File: config.mk
export PLATFORM = sky130hd
export DESIGN_NAME = cache_arbiter
export DESIGN_NICKNAME = d
export VERILOG_FILES = /design/src/rtl/cache_arbiter_pkg.sv /design/src/rtl/cache_arbiter_pick.sv /design/src/rtl/cache_arbiter.sv
export SDC_FILE = /design/constraint.sdc
export NUM_CORES = 1
export LEC_CHECK = 0
export BUFFER_PORTS_ARGS = -buffer_cell sky130_fd_sc_hd__buf_2
export CAP_MARGIN = 20
export CORE_AREA = 4 4 273 275
export CTS_BUF_LIST = sky130_fd_sc_hd__clkbuf_4
export CTS_CLUSTER_DIAMETER = 50
export DETAILED_ROUTE_END_ITERATION = 12
export DIE_AREA = 0 0 277 279
export PLACE_DENSITY = 0.36
export REMOVE_ABC_BUFFERS = 1
export SLEW_MARGIN = 25
export SYNTH_ARGS = -nofsm -noshare
export SYNTH_HDL_FRONTEND = slang
export SYNTH_HIERARCHICAL = 1
export SYNTH_SLANG_ARGS = --single-unit
File: constraint.sdc
create_clock -name clk -period 5.9 [get_ports clk]
set_input_delay 0.59 -clock clk [delete_from_list [all_inputs] [get_ports clk]]
set_output_delay 0.59 -clock clk [all_outputs]
set_load 0.01 [all_outputs]
File: src/rtl/cache_arbiter_pkg.sv
// Shared types for the cache arbiter slice.
//   lc3b_word   : 16-bit address/word type
//   lc3b_c_line : 128-bit cache line type
//   arb_state_t : arbiter FSM states
//   owner_t     : which cache was granted most recently
package lc3b_types;

    typedef logic [15:0]  lc3b_word;
    typedef logic [127:0] lc3b_c_line;

    typedef enum logic [1:0] {
        IDLE,
        I_BUSY,
        D_BUSY
    } arb_state_t;

    typedef enum logic {
        OWNER_I,
        OWNER_D
    } owner_t;

endpackage

File: src/rtl/cache_arbiter_pick.sv
// arb_pick: combinational grant selection between I-cache and D-cache.
//   i_req      : I-cache has a pending fill request
//   d_req      : D-cache has a pending fill or writeback request
//   last_grant : cache served most recently (round-robin history)
//   grant_i    : I-cache wins this arbitration
//   grant_d    : D-cache wins this arbitration
// Macro ARB_DCACHE_PRIO_EN: ties always go to the D-cache and last_grant is
// not consulted. Undefined: ties go to the cache not served last.
module arb_pick
    import lc3b_types::*;
(
    input  logic   i_req,
    input  logic   d_req,
    input  owner_t last_grant,
    output logic   grant_i,
    output logic   grant_d
);

    logic tie_to_d;

`ifdef ARB_DCACHE_PRIO_EN
    logic unused_last_grant;
    assign unused_last_grant = (last_grant == OWNER_D);
    assign tie_to_d = 1'b1;
`else
    assign tie_to_d = (last_grant == OWNER_I);
`endif

    always_comb begin
        grant_i = 1'b0;
        grant_d = 1'b0;
        if (i_req && d_req) begin
            grant_d = tie_to_d;
            grant_i = !tie_to_d;
        end else begin
            grant_i = i_req;
            grant_d = d_req;
        end
    end

endmodule

File: src/rtl/cache_arbiter.sv
// cache_arbiter: shares one physical memory port between I-cache and D-cache.
//   clk, reset                 : clock, async active-high reset
//   icache_read/addr           : I-cache fill request (held until icache_resp)
//   icache_rdata/resp          : fill data and one-cycle completion pulse
//   dcache_read/write/addr     : D-cache fill/writeback request (held until resp)
//   dcache_wdata               : writeback line
//   dcache_rdata/resp          : fill data and one-cycle completion pulse
//   pmem_read/write/address    : registered memory command, held until pmem_resp
//   pmem_wdata                 : registered writeback line
//   pmem_rdata/resp            : memory return data and completion
// Macro ARB_DCACHE_PRIO_EN selects fixed D-cache priority on ties
// (default: round-robin).
module cache_arbiter
    import lc3b_types::*;
#(
    parameter int unsigned ADDR_W = 16,
    parameter int unsigned LINE_W = 128
) (
    input  logic              clk,
    input  logic              reset,
    input  logic              icache_read,
    input  logic [ADDR_W-1:0] icache_addr,
    output logic [LINE_W-1:0] icache_rdata,
    output logic              icache_resp,
    input  logic              dcache_read,
    input  logic              dcache_write,
    input  logic [ADDR_W-1:0] dcache_addr,
    input  logic [LINE_W-1:0] dcache_wdata,
    output logic [LINE_W-1:0] dcache_rdata,
    output logic              dcache_resp,
    output logic              pmem_read,
    output logic              pmem_write,
    output logic [ADDR_W-1:0] pmem_address,
    output logic [LINE_W-1:0] pmem_wdata,
    input  logic [LINE_W-1:0] pmem_rdata,
    input  logic              pmem_resp
);

    arb_state_t        state;
    owner_t            last_grant;
    logic [ADDR_W-1:0] addr_q;
    logic [LINE_W-1:0] wdata_q;
    logic              grant_i;
    logic              grant_d;

    arb_pick u_pick (
        .i_req      (icache_read),
        .d_req      (dcache_read | dcache_write),
        .last_grant (last_grant),
        .grant_i    (grant_i),
        .grant_d    (grant_d)
    );

    always_ff @(posedge clk or posedge reset) begin
        if (reset) begin
            state      <= IDLE;
            last_grant <= OWNER_D;
            addr_q     <= '0;
            wdata_q    <= '0;
            pmem_read  <= 1'b0;
            pmem_write <= 1'b0;
        end else begin
            case (state)
                IDLE: begin
                    if (grant_i) begin
                        state      <= I_BUSY;
                        last_grant <= OWNER_I;
                        addr_q     <= icache_addr;
                        pmem_read  <= 1'b1;
                        pmem_write <= 1'b0;
                    end else if (grant_d) begin
                        state      <= D_BUSY;
                        last_grant <= OWNER_D;
                        addr_q     <= dcache_addr;
                        wdata_q    <= dcache_wdata;
                        // A simultaneous read is dropped in favour of the writeback.
                        pmem_write <= dcache_write;
                        pmem_read  <= !dcache_write;
                    end
                end
                I_BUSY, D_BUSY: begin
                    if (pmem_resp) begin
                        state      <= IDLE;
                        pmem_read  <= 1'b0;
                        pmem_write <= 1'b0;
                    end
                end
                default: state <= IDLE;
            endcase
        end
    end

    assign pmem_address = addr_q;
    assign pmem_wdata   = wdata_q;

    // Completion is forwarded in the same cycle memory answers.
    assign icache_resp  = (state == I_BUSY) && pmem_resp;
    assign dcache_resp  = (state == D_BUSY) && pmem_resp;
    assign icache_rdata = pmem_rdata;
    assign dcache_rdata = pmem_rdata;

endmodule
==> impl_results.md, run 1 <==
* Post-Syn Area per Cell at 12.4 um^2
* RR Endpoint: pmem_wdata[1]$_DFFE_PP0P_
* Yosys reg bits at 149
* Largest stage delay on the critical path at 0.63 ns
* Most common cell after layout, fill and taps aside: buf_2
* Worst Path Class, Setup: flip-flop to flip-flop
* Initial antenna violation count at 12
* # setup viols final at 0
* Clock Power Share at 0.162
* WL/cell at 40.7 um
* Final min period at 2.98 ns
* Final slew viol count at 0
* WP data arrival at 3.55 ns
* Clock transition at path regs at 0.14 ns
* R2R depth at 7
* Top-area cell type share of the netlist area at 0.476
* Cell count of the worst hold path at 2
* Worst EP required at 6.47 ns
* Vias in the first global route at 5802
* CP max-delay cell: nand3_4
* Ranking of synthesized cells by area: dfrtp_1, buf_4, mux2_2
* Setup TNS at 0 ns
* Register-to-register setup slack at 2.92 ns
* Post-DP HPWL at 63900 um
* Top Ports at 698
* Sequential fraction of the synthesis area at 0.479
* Max_slew headroom at 0.359
* CP Launch Type: flip-flop
* Die area at 77300 um^2
* Row Count at 99
* Layout cells sized above 1 at 0.592
* # Max-Cap Violations at 0
* Logic gate share of total power at 0.453
* Synthesized instance count at 629
* Cell variety after synth at 22
* Crit-path max FO at 53
* Area growth, synth to finish at 28.9%
* Max VDD drop at 177 uV
* Hold Crit Class: input port to flip-flop
* Kind of end point of the critical path: flip-flop
* Pin count of the biggest net entering global routing at 75
* Clk sinks at 149
* Number of cells after detailed placement at 1632
* Number of port buffers at 313
* Vias after detailed routing at 5719
* Chip height at 279 um
* Worst setup path start: last_grant$_DFFE_PP1P_
* Unrepaired setup endpoints after global routing: false
* Period utilization at 0.505
* Outcome: finished clean
* Initial drt markers at 313
* Sw Share at 0.388
* Num CTS Buffers at 17
* Core area at 72300 um^2
* Delay-heaviest family, CP: buffers and inverters
* Actual slew at the worst max-slew pin at 0.962 ns
* # DRC at 0
* Congestion Overflow GR at 0
* CTS root buf: clkbuf_4
* Vias per inst at 3.19
* Sequential share of power at 0.384
* Most frequent cells in the layout: buf_2, dfrtp_1, mux2_2
* Post-Syn Area at 7780 um^2
* Wirelength, routed at 72900 um
* Power per cell area at 465 nW/um^2
* Final Hold Viols at 0
* CTS tree: built
* Fmax at 0.336 GHz
* Worst Hold End: pmem_wdata[86]$_DFFE_PP0P_
* Gpl congestion at 0.915
* Die Wd at 277 um
* Total GRT Usage at 0.184
* Net count, final at 1107
* Drt pass-1 iters at 4
* Clock Skews at 0.0495 ns
* Clock H-tree levels at 4
* WP buf/inv at 4
* Clock Path Buffers at 2
* Leakage at 4.47 nW
* Initial Util at 0.108
* Clk_lat worst skew at 0.73 ns
* Global-route wire length before repair at 86600 um
* Fin cells at 1792
* P_sw at 1.81 mW
* ANT nets after route at 0
* Worst path cell trace: inv_1 -> a21boi_4 -> buf_4 -> inv_1 -> nand3_4 -> buf_4 -> mux2_2
* Setup bufs post-CTS at 0
* Hold Path Origin: dcache_wdata[86]
* RR Startpoint: last_grant$_DFFE_PP1P_
* Synth Warn # at 6
* Synth area leader: dfrtp_1
* Internal Pwr Total at 2.85 mW
final cells by class:
cell class | count | area [um^2]
Clock inverter | 14 | 159
Tap cell | 959 | 1200
Fill cell | 8227 | 62300
Clock buffer | 18 | 135
Antenna cell | 10 | 25.0
Multi-Input combinational cell | 199 | 1940
Inverter | 6 | 27.5
Sequential cell | 149 | 3730
Timing Repair Buffer | 437 | 2810
registers in the layout, indices dropped and copies added (netlist names):
signal and flops:
state 2, pmem_wdata 128, pmem_read 1, pmem_address 16
pmem_write 1, last_grant 1
cell families after synthesis:
family                   synth area share
buffers and inverters               0.273
flip-flops                          0.479
multiplexers                        0.209
AO/OA/AOI/OAI                      0.0195
AND/OR/NAND/NOR                    0.0140
adder cells (fa/ha/maj)           0.00483
worst max path at each step:
stage          depth (start not counted)                           to  slack (ns)
3_3_place_gp                           8   pmem_wdata[66]$_DFFE_PP0P_        2.37
6_report                               7    pmem_wdata[1]$_DFFE_PP0P_        2.92
3_5_place_dp                           8   pmem_wdata[86]$_DFFE_PP0P_        2.36
2_1_floorplan                          1  pmem_address[0]$_DFFE_PP0P_        1.30
5_1_grt                                7   pmem_wdata[98]$_DFFE_PP0P_        2.76
4_1_cts                                7   pmem_wdata[86]$_DFFE_PP0P_        2.83
metrics by stage:
stage | cell area, um^2 | utilization | total power, mW | worst slack [ns] | hold WS, ns
final | 10000 | 0.139 | 4.66 | 2.92 | 0.140
after floorplan | 5670 | - | 2.93 | 1.30 | 0.504
after global placement | 8530 | 0.118 | 3.89 | 2.37 | 0.466
after CTS | 10000 | 0.138 | 4.80 | 2.83 | 0.00374
after global routing | 10000 | 0.138 | 5.01 | 2.76 | 0.0184
after detailed placement | 8530 | 0.118 | 3.92 | 2.36 | 0.470
cells in the mapped netlist:
cell	number
o221a_2	1
dfstp_2	1
dfrtp_1	148
ha_1	3
mux2_2	130
o22ai_1	1
mux2i_1	16
nand2_1	16
nor3b_1	1
inv_1	6
a21oi_1	5
a2bb2oi_1	1
o21ai_0	17
buf_6	13
clkbuf_1	1
a21boi_1	2
and2_1	2
nand3_2	1
buf_2	2
or2_2	1
buf_4	259
nand2b_1	2
power by group through the flow:
stage	registers [mW]	clock network, mW	logic [mW]
final	1.79	0.755	2.11
after global routing	1.86	0.854	2.30
after CTS	1.80	0.826	2.18
after detailed placement	1.81	0	2.10
after global placement	1.81	0	2.08
after floorplan	2.05	0	0.879
repair_timing:
action                    in CTS  in global routing
hold buffers                 118                  0
hold endpoints to repair     186                  0
gates resized for setup        0                  0
layer usage:
metal / GRT usage / share of wire
met1: 0.119 / 0.24
met2: 0.289 / 0.45
met3: 0.253 / 0.27
met4: 0.0372 / 0.015
met5: 0.118 / 0.017
Note: power is estimated with default switching activity, not from simulation.
==> run 2, diff against run 1 <==
==> constraint.sdc (replaced) <==
create_clock -name clk -period 3.1 [get_ports clk]
set_input_delay 0.31 -clock clk [delete_from_list [all_inputs] [get_ports clk]]
set_output_delay 0.31 -clock clk [all_outputs]
set_load 0.01 [all_outputs]
==> run 2 against run 1 <==
Against the previous run:
- flip-flop and latch count unchanged
- worst setup slack got worse by 2.1 ns
- wire length grew 0.19%
- register-to-register slack worse by 2.1 ns
- final cell count rose by 2.9%
- non-clock buffer count grew 55
- clock power increased by 63%
- largest power group unchanged
- highest routed layer unchanged
==> impl_results.md, run 2 (same netlist as run 1, synthesis figures left out) <==
* R2R depth at 4 (-3)
* CTS root buf: clkbuf_4
* Initial drt markers at 283 (-9.6%)
* Gpl congestion at 0.920 (+0.51%)
* Max reg flops at 128 (unchanged)
* Clk sinks at 149 (unchanged)
* Clock transition at path regs at 0.15 ns (about the same)
* Initial Util at 0.108 (unchanged)
* CP max-delay cell: dlygate4sd3_1
* Leakage at 4.70 nW (+5.1%)
* Clock H-tree levels at 4 (unchanged)
* Max VDD drop at 294 uV (+66%)
* WP data arrival at 2.88 ns (-0.67 ns)
* Congestion Overflow GR at 0 (unchanged)
* Sequential Area at 3730 um^2 (unchanged)
* Period utilization at 0.749
* Number of port buffers at 313 (unchanged)
* Largest stage delay on the critical path at 0.55 ns (-0.08 ns)
* Clock Skews at 0.0370 ns (-0.0125 ns)
* Power per cell area at 838 nW/um^2 (+80%)
* RR Startpoint: last_grant$_DFFE_PP1P_
* Crit-path max FO at 25 (-53%)
* Area growth, synth to finish at 35.5%
* WL/cell at 39.6 um (-2.6%)
* Actual slew at the worst max-slew pin at 0.704 ns (-0.257 ns)
* WP buf/inv at 3 (-1)
* Max_slew headroom at 0.530 (+0.172)
* Worst Path Class, Setup: input port to flip-flop
* Clk_lat worst skew at 0.71 ns (-0.02 ns)
* Final min period at 2.32 ns
* Crit path to: pmem_wdata[7]$_DFFE_PP0P_
* Hold Crit Class: input port to asynchronous set/reset pin
* CTS tree: built
* Fmax at 0.431 GHz
* # setup viols final at 0 (unchanged)
* Multi-input logic area at 1940 um^2 (unchanged)
* Critical path depth in cells at 7 (unchanged)
* Setup TNS at 0 ns (unchanged)
* Worst EP required at 3.66 ns (-2.81 ns)
* Setup bufs post-CTS at 0 (unchanged)
* Chip height at 279 um (unchanged)
* Most common cell after layout, fill and taps aside: buf_2
* Core Util, Final at 0.146 (+0.00716)
* Global-route wire length before repair at 88100 um (+1.7%)
* Unrepaired setup endpoints after global routing: false
* Delay-heaviest family, CP: buffers and inverters
* Worst path cell trace: dlygate4sd3_1 -> buf_2 -> or2_2 -> a21boi_1 -> nand3_4 -> buf_12 -> mux2_2
* Total GRT Usage at 0.185 (+0.00152)
* Pin count of the biggest net entering global routing at 69 (-8.0%)
* Top Ports at 698 (unchanged)
* Final slew viol count at 0 (unchanged)
* Num CTS Buffers at 17 (unchanged)
* Most frequent cells in the layout: buf_2, dlygate4sd3_1, dfrtp_1
* Post-DP HPWL at 64200 um (+0.42%)
* ANT nets after route at 0 (unchanged)
* Wirelength, routed at 73000 um (+0.19%)
* Die area at 77300 um^2 (unchanged)
* Die Wd at 277 um (unchanged)
* # Max-Cap Violations at 0 (unchanged)
* Core area at 72300 um^2 (unchanged)
* CP Launch Type: input port
* # DRC at 0 (unchanged)
* Layout cells sized above 1 at 0.565 (-0.0268)
* Clock Path Buffers at 2 (unchanged)
* Vias after detailed routing at 5958 (+4.2%)
* Register-to-register setup slack at 0.85 ns (-2.07 ns)
* Net count, final at 1162 (+5.0%)
* Vias in the first global route at 6222 (+7.2%)
* Worst setup path start: dcache_write
* Outcome: finished clean
* Final Hold Viols at 0 (unchanged)
* RR Endpoint: pmem_wdata[7]$_DFFE_PP0P_
* Row Count at 99 (unchanged)
* Drt pass-1 iters at 5 (+1)
* Kind of end point of the critical path: flip-flop
* Initial antenna violation count at 10 (-2)
* Fillers at 8224 (-0.036%)
* Vias per inst at 3.23 (+1.2%)
-- run 2: per-stage QoR --
stage	instance area, um^2	hold WS (ns)	instances	power (mW)	setup WS [ns]
final	10500	0.276	1844	8.84	0.779
after global routing	10500	0.228	1840	9.54	0.732
after CTS	10500	0.140	1837	9.08	0.798
after detailed placement	8640	0.467	1641	7.56	0.620
after global placement	8640	0.464	1641	7.53	0.612
after floorplan	5670	0.461	354	5.58	-1.22
-- run 2: how the worst min path moves through the flow --
| stage | from | to | slack [ns] | depth (start not counted) |
|---|---|---|---|---|
| finish | reset | pmem_wdata[15]$_DFFE_PP0P_ | 0.28 | 3 |
| floorplan | dcache_wdata[0] | pmem_wdata[0]$_DFFE_PP0P_ | 0.46 | 1 |
| global route | reset | pmem_wdata[93]$_DFFE_PP0P_ | 0.23 | 3 |
| global placement | pmem_address[5]$_DFFE_PP0P_ | pmem_address[5]$_DFFE_PP0P_ | 0.46 | 2 |
| detailed placement | pmem_address[15]$_DFFE_PP0P_ | pmem_address[15]$_DFFE_PP0P_ | 0.47 | 2 |
| CTS | reset | pmem_wdata[15]$_DFFE_PP0P_ | 0.14 | 3 |
-- run 2: repair_timing --
action	in CTS	in global routing
resized for setup	0	0
hold endpoints to repair	214	0
hold buffers	164	0
-- run 2: cell type report --
| class | instances | area share |
|---|---|---|
| flip-flops and latches | 149 | 0.354 |
| repair buffers | 492 | 0.321 |
| multi-input cells | 199 | 0.184 |
| well taps | 959 | 0.114 |
| clock buffers | 19 | 0.0135 |
| clock inverters | 13 | 0.00937 |
| inverters | 6 | 0.00261 |
| diodes | 7 | 0.00166 |
-- run 2: layer usage --
metal | share of wire | global-route usage
met1 | 0.24 | 0.126
met2 | 0.44 | 0.287
met3 | 0.28 | 0.249
met4 | 0.020 | 0.0444
met5 | 0.020 | 0.106
-- run 2: worst min-delay path, stage by stage --
cell and delay, ns:
dlygate4sd3_1 0.54, buf_2 0.15, inv_6 0.50
-- run 2: power breakdown --
part / leakage, nW / switching, mW / internal (mW) / total (mW)
clock network: 0.132 / 0.886 / 0.344 / 1.23
logic: 2.81 / 2.12 / 2.07 / 4.19
registers: 1.77 / 0.480 / 2.94 / 3.42
==> run 3, diff against run 2 <==
==> constraint.sdc (replaced) <==
create_clock -name clk -period 2.4 [get_ports clk]
set_input_delay 0.24 -clock clk [delete_from_list [all_inputs] [get_ports clk]]
set_output_delay 0.24 -clock clk [all_outputs]
set_load 0.01 [all_outputs]
==> run 3 against run 2 <==
Against the previous run:
- worst setup slack lost 0.65 ns
- critical path depth shrank 1
- largest cell class unchanged
- critical endpoint is now pmem_address[0]$_DFFE_PP0P_
- final cell count shrank 0.49%
- cell area grew 0.55%
- highest routed layer unchanged
- sequential share of layout area shrank 0.19 points
- clock power grew 75%
- largest power group unchanged
- via count shrank 0.69%
==> impl_results.md, run 3 (same netlist as run 1, synthesis figures left out) <==
* Outcome: finished clean
* Wirelength, routed at 73200 um (+0.22%)
* Worst Path Class, Setup: flip-flop to flip-flop
* Drt pass-1 iters at 6 (+1)
* Clock Path Buffers at 2 (unchanged)
* Fillers at 8196 (-0.34%)
* Worst setup path start: last_grant$_DFFE_PP1P_
* Setup bufs post-CTS at 0 (unchanged)
* Clock H-tree levels at 4 (unchanged)
* Vias after detailed routing at 5917 (-0.69%)
* Core area at 72300 um^2 (unchanged)
* R2R depth at 6 (+2)
* # DRC at 0 (unchanged)
* Layout cells sized above 1 at 0.560 (-0.00529)
* RR Endpoint: pmem_address[0]$_DFFE_PP0P_
* Final Worst Setup Slack at 0.128 ns (-0.651 ns)
* Most common cell after layout, fill and taps aside: buf_2
* Total chip power at 11.9 mW (+35%)
* Initial drt markers at 307 (+8.5%)
* Fin cells at 1835 (-0.49%)
* Power per cell area at 1120 nW/um^2 (+34%)
* Final min period at 2.27 ns
* Clk sinks at 149 (unchanged)
* Initial Util at 0.108 (unchanged)
* Number of cells after detailed placement at 1632 (-0.55%)
* Clock Skews at 0.0330 ns (-0.00397 ns)
* Pin count of the biggest net entering global routing at 66 (-4.3%)
* Hold Crit Class: input port to flip-flop
* Num CTS Buffers at 17 (unchanged)
* Total GRT Usage at 0.185 (about the same)
* Net count, final at 1156 (-0.52%)
* Post-DP HPWL at 63600 um (-0.89%)
* # setup viols final at 0 (unchanged)
* Crit path to: pmem_address[0]$_DFFE_PP0P_
* Leakage at 4.73 nW (+0.53%)
* Most frequent cells in the layout: buf_2, dlygate4sd3_1, dfrtp_1
* Final Hold Viols at 0 (unchanged)
* Clock transition at path regs at 0.17 ns (+0.02 ns)
* Final slew viol count at 0 (unchanged)
* Worst EP required at 3.03 ns (-0.63 ns)
* Period utilization at 0.947
* Number of port buffers at 313 (unchanged)
* Global-route wire length before repair at 87700 um (-0.38%)
* RR Startpoint: last_grant$_DFFE_PP1P_
* Area growth, synth to finish at 36.3%
* Row Count at 99 (unchanged)
* WL/cell at 39.9 um (+0.71%)
* Unrepaired setup endpoints after global routing: false
* Register-to-register setup slack at 0.13 ns (-0.72 ns)
* Max reg flops at 128 (unchanged)
* Kind of end point of the critical path: flip-flop
* Max_slew headroom at 0.599 (+0.0690)
* Die Wd at 277 um (unchanged)
* CTS root buf: clkbuf_4
* Chip height at 279 um (unchanged)
* # Max-Cap Violations at 0 (unchanged)
* Die area at 77300 um^2 (unchanged)
* Crit-path max FO at 16 (-36%)
* CP Launch Type: flip-flop
* Actual slew at the worst max-slew pin at 0.600 ns (-0.105 ns)
* Setup Slack @ Placement at 0.284 ns (-0.336 ns)
* Congestion Overflow GR at 0 (unchanged)
* Placed cell area at 8560 um^2 (-0.93%)
* WP data arrival at 2.90 ns (+0.02 ns)
* Vias per inst at 3.22 (-0.20%)
* Vias in the first global route at 6122 (-1.6%)
* Finished Cell Area at 10600 um^2 (+0.55%)
* Initial antenna violation count at 8 (-2)
* ANT nets after route at 0 (unchanged)
* Clk_lat worst skew at 0.73 ns (+0.02 ns)
* Top Ports at 698 (unchanged)
* CTS tree: built
* Max VDD drop at 400 uV (+36%)
* Fmax at 0.440 GHz
* Gpl congestion at 0.914 (-0.64%)
-- run 3: cell types whose count changed in the layout (fill, tap and decap cells not counted) --
| cell | previous run | this run |
|---|---|---|
| buf_12 | 5 | 4 |
| buf_4 | 10 | 2 |
| bufinv_16 | 0 | 4 |
| clkbuf_4 | 19 | 17 |
| clkinv_1 | 1 | 0 |
| clkinv_2 | 2 | 0 |
| clkinv_4 | 3 | 1 |
| clkinv_8 | 0 | 1 |
| clkinvlp_4 | 2 | 0 |
| diode_2 | 7 | 4 |
| dlygate4sd3_1 | 164 | 167 |
| inv_6 | 6 | 8 |
| inv_8 | 0 | 2 |
-- run 3: worst min-delay path by stage --
stage               slack, ns                          end            start  cells after the start
floorplan                0.39    pmem_wdata[0]$_DFFE_PP0P_  dcache_wdata[0]                      1
global placement         0.31   pmem_wdata[15]$_DFFE_PP0P_            reset                      2
detailed placement       0.31  pmem_wdata[124]$_DFFE_PP0P_            reset                      2
CTS                      0.08    pmem_wdata[1]$_DFFE_PP0P_  dcache_wdata[1]                      3
global route             0.12    pmem_wdata[1]$_DFFE_PP0P_  dcache_wdata[1]                      3
finish                   0.26    pmem_wdata[1]$_DFFE_PP0P_  dcache_wdata[1]                      3
-- run 3: power by group --
part | internal, mW | switching [mW]
Clock | 0.874 | 1.28
Sequential | 3.79 | 0.612
Combinational | 2.60 | 2.74
Total | 7.26 | 4.63
-- run 3: layout make-up --
type                       instances  area (um^2)  area share
sequential                       149         3730       0.352
timing repair buffer             486         3330       0.314
multi-input combinational        199         1940       0.183
tap                              959         1200       0.113
clock inverter                    15          229      0.0216
clock buffer                      17          128      0.0120
inverter                           6         27.5     0.00260
antenna                            4         10.0    0.000944
-- run 3: per-layer routing --
| layer | vias up | GRT usage | share of wire |
|---|---|---|---|
| li1 | 2278 | - | - |
| met1 | 2764 | 0.121 | 0.24 |
| met2 | 802 | 0.289 | 0.45 |
| met3 | 55 | 0.255 | 0.27 |
| met4 | 18 | 0.0432 | 0.018 |
| met5 | - | 0.105 | 0.015 |
-- run 3: per-stage QoR --
| step | utilization | setup TNS (ns) | hold slack, ns |
|---|---|---|---|
| after global placement | 0.118 | 0 | 0.312 |
| after detailed placement | 0.118 | 0 | 0.311 |
| after global routing | 0.146 | 0 | 0.122 |
| final | 0.147 | 0 | 0.258 |
| after CTS | 0.146 | 0 | 0.0766 |
| after floorplan | - | -530.63 | 0.391 |
-- run 3: critical path, cell delays in order (launching register included) --
cell and delay (ns):
dfstp_2 0.59, inv_1 0.07, a21boi_4 0.20, buf_4 0.36
mux2i_1 0.28, dlygate4sd3_1 0.60, o21ai_0 0.08
-- run 3: what timing repair did --
| item | in CTS | in global routing |
|---|---|---|
| hold endpoints to repair | 297 | 0 |
| hold buffers | 167 | 0 |
| gates resized for setup | 0 | 0 |
